[src/rtl/ddr_arbit_pkg.sv]
// Shared definitions for the four-master DDR read arbiter: FSM encoding,
// master count and default widths.
package ddr_arbit_pkg;

  localparam int NUM_MASTERS        = 4;
  localparam int DEF_DDR_ADDR_WIDTH = 28;
  localparam int DEF_DQ_WIDTH       = 32;
  localparam int DEF_RD_LEN_WIDTH   = 16;
  localparam int DEF_TIMEOUT        = 4096;
  localparam int CMD_LEN_WIDTH      = 32;

  typedef enum logic [1:0] {
    ST_IDLE = 2'd0,
    ST_CMD  = 2'd1,
    ST_DATA = 2'd2,
    ST_DONE = 2'd3
  } arb_state_t;

endpackage

[src/rtl/ddr_rd_arbit_rr_pick4.sv]
// Combinational round-robin picker: the search begins just after the
// previously granted master and wraps around.
module rr_pick4
  import ddr_arbit_pkg::*;
(
  input  logic [NUM_MASTERS-1:0] req,
  input  logic [NUM_MASTERS-1:0] last_grant,
  output logic [NUM_MASTERS-1:0] grant
);

  logic [NUM_MASTERS-1:0]   last_eff;
  logic [2*NUM_MASTERS-1:0] req_dbl;
  logic                     seen_last;
  logic                     found;

  // An empty last_grant is treated as "m4 last" so m1 is searched first.
  assign last_eff = (last_grant == '0) ? 4'b1000 : last_grant;
  assign req_dbl  = {req, req};

  always_comb begin
    grant     = '0;
    seen_last = 1'b0;
    found     = 1'b0;
    for (int j = 0; j < 2*NUM_MASTERS; j++) begin
      if (seen_last && !found && req_dbl[j]) begin
        grant[j % NUM_MASTERS] = 1'b1;
        found                  = 1'b1;
      end
      if (last_eff[j % NUM_MASTERS]) seen_last = 1'b1;
    end
  end

endmodule

[src/rtl/ddr_rd_arbit.sv]
// Four-master read arbiter in front of a DDR read controller: round-robin
// grant, single outstanding burst, beat routing and sticky error reporting.
module ddr_rd_arbit
  import ddr_arbit_pkg::*;
#(
  parameter int DDR_ADDR_WIDTH = DEF_DDR_ADDR_WIDTH,
  parameter int DQ_WIDTH       = DEF_DQ_WIDTH,
  parameter int RD_LEN_WIDTH   = DEF_RD_LEN_WIDTH,
  parameter int TIMEOUT        = DEF_TIMEOUT
)(
  input  logic                      ddr_clk,
  input  logic                      rst,

  input  logic                      m1_rd_req,
  input  logic [DDR_ADDR_WIDTH-1:0] m1_rd_addr,
  input  logic [RD_LEN_WIDTH-1:0]   m1_rd_len,
  output logic                      m1_rd_rrdy,
  output logic                      m1_rd_rdata_en,
  output logic [8*DQ_WIDTH-1:0]     m1_rd_data,
  output logic                      m1_rd_rdone,

  input  logic                      m2_rd_req,
  input  logic [DDR_ADDR_WIDTH-1:0] m2_rd_addr,
  input  logic [RD_LEN_WIDTH-1:0]   m2_rd_len,
  output logic                      m2_rd_rrdy,
  output logic                      m2_rd_rdata_en,
  output logic [8*DQ_WIDTH-1:0]     m2_rd_data,
  output logic                      m2_rd_rdone,

  input  logic                      m3_rd_req,
  input  logic [DDR_ADDR_WIDTH-1:0] m3_rd_addr,
  input  logic [RD_LEN_WIDTH-1:0]   m3_rd_len,
  output logic                      m3_rd_rrdy,
  output logic                      m3_rd_rdata_en,
  output logic [8*DQ_WIDTH-1:0]     m3_rd_data,
  output logic                      m3_rd_rdone,

  input  logic                      m4_rd_req,
  input  logic [DDR_ADDR_WIDTH-1:0] m4_rd_addr,
  input  logic [RD_LEN_WIDTH-1:0]   m4_rd_len,
  output logic                      m4_rd_rrdy,
  output logic                      m4_rd_rdata_en,
  output logic [8*DQ_WIDTH-1:0]     m4_rd_data,
  output logic                      m4_rd_rdone,

  output logic                      rd_cmd_en,
  output logic [DDR_ADDR_WIDTH-1:0] rd_cmd_addr,
  output logic [CMD_LEN_WIDTH-1:0]  rd_cmd_len,
  input  logic                      rd_cmd_ready,
  input  logic [8*DQ_WIDTH-1:0]     read_data,
  input  logic                      read_data_valid,
  input  logic                      rd_cmd_done,
  output logic                      rd_err
);

  localparam int TW = $clog2(TIMEOUT + 1);
  localparam logic [TW-1:0] TIMER_LAST = TW'(TIMEOUT - 1);

  arb_state_t                state;
  logic [NUM_MASTERS-1:0]    req;
  logic [NUM_MASTERS-1:0]    pick;
  logic [NUM_MASTERS-1:0]    grant;
  logic [NUM_MASTERS-1:0]    last_grant;
  logic [DDR_ADDR_WIDTH-1:0] addr_q;
  logic [DDR_ADDR_WIDTH-1:0] pick_addr;
  logic [RD_LEN_WIDTH-1:0]   len_q;
  logic [RD_LEN_WIDTH-1:0]   pick_len;
  logic [RD_LEN_WIDTH-1:0]   beat_cnt;
  logic [TW-1:0]             timer;
  logic                      err_q;
  logic                      live;
  logic                      len_zero;
  logic                      beat_ok;
  logic                      beat_take;
  logic                      deliver;
  logic                      short_done;
  logic                      cmd_ack;
  logic [NUM_MASTERS-1:0]    rrdy_v;
  logic [NUM_MASTERS-1:0]    en_v;
  logic [NUM_MASTERS-1:0]    done_v;

  assign req = {m4_rd_req, m3_rd_req, m2_rd_req, m1_rd_req};

  rr_pick4 u_pick (
    .req        (req),
    .last_grant (last_grant),
    .grant      (pick)
  );

  always_comb begin
    pick_addr = m1_rd_addr;
    pick_len  = m1_rd_len;
    case (pick)
      4'b0010: begin pick_addr = m2_rd_addr; pick_len = m2_rd_len; end
      4'b0100: begin pick_addr = m3_rd_addr; pick_len = m3_rd_len; end
      4'b1000: begin pick_addr = m4_rd_addr; pick_len = m4_rd_len; end
      default: begin pick_addr = m1_rd_addr; pick_len = m1_rd_len; end
    endcase
  end

  assign len_zero  = (len_q == '0);
  assign beat_ok   = (beat_cnt < len_q);
  assign beat_take = (state == ST_DATA) && read_data_valid && beat_ok;
  // A beat arriving alongside rd_cmd_done still counts toward the length.
  assign short_done = beat_take ? ((beat_cnt + RD_LEN_WIDTH'(1)) < len_q) : beat_ok;

  always_ff @(posedge ddr_clk) begin
    if (rst) begin
      state      <= ST_IDLE;
      grant      <= '0;
      last_grant <= 4'b1000;
      addr_q     <= '0;
      len_q      <= '0;
      beat_cnt   <= '0;
      timer      <= '0;
      err_q      <= 1'b0;
    end else begin
      if (read_data_valid && (state != ST_DATA)) err_q <= 1'b1;
      case (state)
        ST_IDLE: begin
          if (|req) begin
            grant  <= pick;
            addr_q <= pick_addr;
            len_q  <= pick_len;
            state  <= ST_CMD;
          end
        end
        ST_CMD: begin
          beat_cnt <= '0;
          timer    <= '0;
          if (len_zero) state <= ST_DONE;
          else if (rd_cmd_ready) state <= ST_DATA;
        end
        ST_DATA: begin
          if (beat_take) beat_cnt <= beat_cnt + RD_LEN_WIDTH'(1);
          if (read_data_valid && !beat_ok) err_q <= 1'b1;
          if (rd_cmd_done) begin
            state <= ST_DONE;
            if (short_done) err_q <= 1'b1;
          end else if (timer == TIMER_LAST) begin
            state <= ST_DONE;
            err_q <= 1'b1;
          end else begin
            timer <= timer + TW'(1);
          end
        end
        ST_DONE: begin
          last_grant <= grant;
          grant      <= '0;
          state      <= ST_IDLE;
        end
        default: state <= ST_IDLE;
      endcase
    end
  end

  // Every output is masked by reset so nothing leaks while rst is high.
  assign live        = ~rst;
  assign rd_cmd_en   = live && (state == ST_CMD) && !len_zero;
  assign rd_cmd_addr = rd_cmd_en ? addr_q : '0;
  assign rd_cmd_len  = rd_cmd_en ? CMD_LEN_WIDTH'(len_q) : '0;
  assign cmd_ack     = live && (state == ST_CMD) && (len_zero || rd_cmd_ready);
  assign deliver     = live && beat_take;
  assign rrdy_v      = grant & {NUM_MASTERS{cmd_ack}};
  assign en_v        = grant & {NUM_MASTERS{deliver}};
  assign done_v      = grant & {NUM_MASTERS{live && (state == ST_DONE)}};
  assign rd_err      = err_q & live;

  assign m1_rd_rrdy     = rrdy_v[0];
  assign m2_rd_rrdy     = rrdy_v[1];
  assign m3_rd_rrdy     = rrdy_v[2];
  assign m4_rd_rrdy     = rrdy_v[3];
  assign m1_rd_rdata_en = en_v[0];
  assign m2_rd_rdata_en = en_v[1];
  assign m3_rd_rdata_en = en_v[2];
  assign m4_rd_rdata_en = en_v[3];
  assign m1_rd_data     = en_v[0] ? read_data : '0;
  assign m2_rd_data     = en_v[1] ? read_data : '0;
  assign m3_rd_data     = en_v[2] ? read_data : '0;
  assign m4_rd_data     = en_v[3] ? read_data : '0;
  assign m1_rd_rdone    = done_v[0];
  assign m2_rd_rdone    = done_v[1];
  assign m3_rd_rdone    = done_v[2];
  assign m4_rd_rdone    = done_v[3];

endmodule

[config.mk]
export PLATFORM = sky130hd
export DESIGN_NAME = ddr_rd_arbit
export DESIGN_NICKNAME = d
export VERILOG_FILES = /design/src/rtl/ddr_arbit_pkg.sv /design/src/rtl/ddr_rd_arbit_rr_pick4.sv /design/src/rtl/ddr_rd_arbit.sv
export SDC_FILE = /design/constraint.sdc
export NUM_CORES = 1
export LEC_CHECK = 0
export CAP_MARGIN = 20
export CORE_AREA = 2 2 596 598
export DETAILED_ROUTE_END_ITERATION = 10
export DIE_AREA = 0 0 598 600
export GPL_ROUTABILITY_DRIVEN = 0
export PLACE_DENSITY = 0.31
export SLEW_MARGIN = 20
export SYNTH_ARGS = -nofsm -noshare
export SYNTH_HDL_FRONTEND = slang
export SYNTH_SLANG_ARGS = --single-unit
[constraint.sdc]
create_clock -name ddr_clk -period 3.53 [get_ports ddr_clk]
set_clock_uncertainty 0.05 [all_clocks]
set_input_delay 0.706 -clock ddr_clk [delete_from_list [all_inputs] [get_ports ddr_clk]]
set_output_delay 0.706 -clock ddr_clk [all_outputs]
set_load 0.01 [all_outputs]
Word level (Yosys, flattened, before mapping)
Cells that the tools add are included. W data, S select, Z words.

Flip-flop bits (word level): 84. Bits in latches: 0. RAM bits: 0. Memory bits (read-only): 0. Input bits: 441. Logic and storage cells: 121. Memories kept: 0.

$add $sub $neg: 2. Multipliers: 0. Div/mod/pow operators: 0. Magnitude comparators: 2. Eq/ne operators: 14. Shift operators: 0. Multiplexer cells: 48. Bitwise gates (word level): 5. Reduce and logical (&&, ||, !) cells: 42.

Operators with widths (count): $mux W256 (4); $pmux W28 S3 (1); $pmux W16 S3 (1); $lt A16 B16 Y1 (2); $mux W16 (2); $pmux W16 S2 (1); $mux W28 (1); $mux W1 (26); $mux W13 (2); $pmux W13 S2 (1); $logic_and A1 B1 Y1 (22); $add A16 B1 Y16 const B (1); $logic_not A16 Y1 (1); $add A13 B1 Y13 const B (1); $eq A13 B12 Y1 const B (1); $and A4 B4 Y4 (3); $mux W2 (5); $ne A2 B2 Y1 const B (5); $logic_not A1 Y1 (8); $mux W4 (2); $pmux W2 S4 (1); $pmux W4 S2 (1); $reduce_and A2 Y1 (3); $reduce_and A3 Y1 (2); other kinds (14) (16).

Depth between registers and ports, before layout
Depth after elaboration: 31. Depth in mapped cells: 12. Mapped depth without buffers: 12.

Modules after synthesis
Synthesis repeated with hierarchy kept, for this count alone.

Cell total of the unflattened synthesis: 1904. Area, all modules: 12843.6 sq um.

Modules (own cells, without submodules): ddr_rd_arbit (times used 1, cells each 1884, area an instance 12721.0 sq um, sequential area each 1681.6 sq um); rr_pick4 (times used 1, cells each 20, area an instance 122.6 sq um, sequential area each 0.0 sq um).

Least setup slack after synthesis
OpenSTA, ideal clock, no wires.

Path type: register to output. Start: register len_q[5]. End: output port m1_rd_data[100]. Arrival: 2.398 ns. Path slack: 0.376 ns. Cell stages (with the launch flop): 11. Buffers on the path: 2. Cell sequence: dfxtp_1 -> inv_1 -> ha_1 -> a211o_1 -> a221oi_1 -> o211a_1 -> o2111ai_4 -> nor3b_4 -> buf_4 -> clkbuf_2 -> and2_1.

Word-level cells in the longest chain between the ends: 5.

Ends and longest elaborated chain: from (decl) (RTL line ddr_rd_arbit.sv:66) `logic [RD_LEN_WIDTH-1:0] len_q;`; from (signal assigned) (RTL line ddr_rd_arbit.sv:124) `len_q <= pick_len;`; $lt A16 B16 Y1 (RTL line ddr_rd_arbit.sv:102) `assign beat_ok = (beat_cnt < len_q);`; $logic_and A1 B1 Y1 (RTL line ddr_rd_arbit.sv:103) `assign beat_take = (state == ST_DATA) && read_data_valid && beat_ok;`; $logic_and A1 B1 Y1 (RTL line ddr_rd_arbit.sv:163) `assign deliver = live && beat_take;`; $and A4 B4 Y4 (RTL line ddr_rd_arbit.sv:165) `assign en_v = grant & {NUM_MASTERS{deliver}};`; $mux W256 (RTL line ddr_rd_arbit.sv:177) `assign m1_rd_data = en_v[0] ? read_data : '0;`; to (decl) (RTL line ddr_rd_arbit.sv:19) `output logic [8*DQ_WIDTH-1:0] m1_rd_data,`.

No other way between the ends.

Final worst setup path
Start: register len_q[5]. End: output port m3_rd_data[97].

Word-level cells in the longest chain between the ends: 5.

Ends and longest elaborated chain: $lt A16 B16 Y1 (RTL line ddr_rd_arbit.sv:102); $logic_and A1 B1 Y1 (RTL line ddr_rd_arbit.sv:103); $logic_and A1 B1 Y1 (RTL line ddr_rd_arbit.sv:163); $and A4 B4 Y4 (RTL line ddr_rd_arbit.sv:165); $mux W256 (RTL line ddr_rd_arbit.sv:179) `assign m3_rd_data = en_v[2] ? read_data : '0;`; to (decl) (RTL line ddr_rd_arbit.sv:35) `output logic [8*DQ_WIDTH-1:0] m3_rd_data,`.

No other way between the ends.

==> flow_summary.toml <==
[timing]
rsz0062_at_grt = "yes"
hold_viol_final = 0
worst_pin_slew_ns = 1.08
worst_slack_ns = -0.899
final_max_slew_viol_count = 0
fin_crit_ns = 4.43
fin_hold_ws_ns = 0.383
tns_ns = -679.21
fin_crit_sh = 1.25
relSlewSlack = 0.278
finalSetupViolCount = 1028
clock.fmax_mhz = 226

[critical_path]
worstPathCellList = "inv_2 -> ha_4 -> a211o_1 -> a221oi_2 -> o211a_4 -> o2111ai_4 -> buf_12 -> nor3b_4 -> buf_4 -> buf_12 -> buf_4 -> buf_16 -> and2_1 -> clkdlybuf4s50_1"
worstPathRequired_ns = 2.77
crit_slowest_cell = "clkdlybuf4s50_1"
path_max_fanout = 7
ff2ff_setup_slack_ns = 0.31
endpoint_kind = "output pin"
cp_top_family = "buffers and inverters"
crit_type = "flip-flop to output pin"
cp.arrival_ns = 3.67
critPathMaxStageDelay_ns = 0.57
start_kind = "flip-flop"
critPathBufInv = 7

[floorplanning]
die_height_um = 600
die_w_um = 598
initial_core_util = 0.0361
core-area_mm2 = 0.352
rows = 218
ios = 1539
die_area_mm2 = 0.359

[power]
power_switching_mw = 3.23
p_seq_frac = 0.196
combPwrFrac = 0.642
ir_drop_mv = 0.292
p_int_mw = 3.53
swShare = 0.477
power_mw = 6.76
clkPwrFrac = 0.162
power.density_mw_per_mm2 = 164
leakagePower_nw = 16.6

[layout]
drive_above_1_share = 0.349
final_common_cell = "and2_1"
layout_common_cells = "930 x and2_1, 857 x clkdlybuf4s50_1, 407 x buf_4"
fin_nets = 4133
final_cells = 8356
design_area_mm2 = 0.0412
area_growth_pct = 225

[hold_path]
holdCritPathClass = "flip-flop to flip-flop"

[status]
violations = "negative setup slack"
status = "finished, violations left"

[cts]
cts_tree = "done"
cts_buffer_depth = 2
cts_buffers = 9
clockRootBuffer = "clkbuf_16"
cts_max_level = 3
cts_sinks = 83
hold_buffers = 0
clock_latency_ns = 0.41
path_clk_slew_ns = 0.09

[placed_design]
placed_cell_area_mm2 = 0.0385
hpwl_um = 225000
numPortBuffers = 1522
dp_cells = 8124

[synth]
ys_seq_area_frac = 0.131
synth.avg_cell_area_um2 = 6.96
netlist_area_mm2 = 0.0127
async_reset_ff_frac = 0
synth_flop_cell = "dfxtp_1"
synth.largest_area_cell = "and2_1"
synthCells = 1824
synth_top_area_frac = 0.526
yosysUniqueCellTypes = 52
yosysWarnings = 0
synth_area_leaders = "and2_1 53%, dfxtp_1 13%, ha_1 3.6%"
synth_edf_count = 0
ys_ff_latch = 83

[grt]
grt_first_pass_wirelength_um = 296000
grt_max_degree = 66
antenna_found_initial = 175
grt_pass1_vias = 20800
overflow = 0
gr-usage-all-layers = 0.134

[route]
drc = 0
viasPerCell = 2.62
ant_nets = 0
vias = 21900
firstDrtPassIters = 5
totalWireLength_um = 257000
wl_per_cell_um = 30.8
drt_iter0_drc = 1344

[job]
maxCapViolCount = 0
[kinds of logic (layout without fill, tap and decap cells)]
logic type,Yosys count,count (layout),synth area share
XOR/XNOR,18,18,0.0124
AO/OA/AOI/OAI,181,181,0.116
buffers and inverters,203,2024,0.0790
flip-flops,83,83,0.131
AND/OR/NAND/NOR,1292,1292,0.618
adder cells (fa/ha/maj),37,37,0.0364
other,1,92,0.000295
multiplexers,9,9,0.00719
[final timing paths]
check / to / cells after the start / start
setup reg to reg: err_q / 13 / beat_cnt[0]
hold reg to reg: timer[12] / 2 / timer[12]
hold / removal: timer[12] / 2 / timer[12]
setup / recovery: m3_rd_data[97] / 14 / len_q[5]
[flip-flops by register name, summed over array words and instances, names as in the netlist]
| signal | count |
|---|---|
| err_q | 1 |
| last_grant | 3 |
| addr_q | 28 |
| len_q | 16 |
| state | 2 |
| grant | 4 |
| timer | 13 |
| beat_cnt | 16 |
[worst reg2reg max path: stages, from the launching register on]
cell and delay [ns]:
dfxtp_1 0.36, buf_4 0.16, ha_1 0.19, nand3_1 0.13, or3_1 0.48, o21ai_0 0.24
nand2_1 0.08, ha_1 0.18, a21o_1 0.18, a21o_1 0.17, a21oi_1 0.19, o211ai_1 0.11
or4_1 0.47, a31oi_1 0.16
[per-layer routing]
metal / vias up / routed length [um] / GRT usage
met2: 1465 / 123000 / 0.232
met5: - / 367 / 0.00254
met1: 10500 / 105000 / 0.162
met3: 227 / 21400 / 0.0382
li1: 9688 / - / -
met4: 56 / 6910 / 0.0301
[synth_stat cells (all sizes together), types with 11 or more instances]
library cell,instances
and2,1068
clkbuf,140
dfxtp,83
nor2,63
nor3,50
a221oi,46
a221o,44
buf,41
ha,37
a21oi,26
nand3,26
inv,22
nand2,21
a211oi,19
nand4,16
nand2b,11
o21ai,11
xor2,11
[per-stage QoR]
stage | setup slack [ns] | utilization
2_1_floorplan | 0.376 | -
3_3_place_gp | -0.768 | 0.109
3_5_place_dp | -0.780 | 0.109
4_1_cts | -0.981 | 0.114
5_1_grt | -1.02 | 0.117
6_report | -0.899 | 0.117
[timing repair]
| action | 4_1_cts | 5_1_grt |
|---|---|---|
| setup buffers | 38 | 65 |
| pin swaps | 6 | 7 |
| setup endpoints to repair | 1031 | 1038 |
| resized for setup | 477 | 896 |
| gates cloned | 18 | 23 |
| endpoints found under the hold margin | 0 | 0 |
[final cells by class]
type | count | area, um2
Antenna cell | 76 | 190
Clock buffer | 9 | 225
Clock inverter | 7 | 81.3
Fill cell | 40600 | 311000
Inverter | 22 | 82.6
Multi-Input combinational cell | 1553 | 10500
Sequential cell | 83 | 1670
Tap cell | 4620 | 5780
Timing Repair Buffer | 1986 | 22700
[power groups by stage]
stage               Clock [mW]  Combinational [mW]  Sequential, mW
global placement             0                4.35            1.35
finish                    1.09                4.34            1.33
detailed placement           0                4.35            1.35
global route              1.16                4.67            1.36
floorplan                    0                1.45            1.29
CTS                       1.17                4.45            1.33
Note: power is estimated with default switching activity, not from simulation.
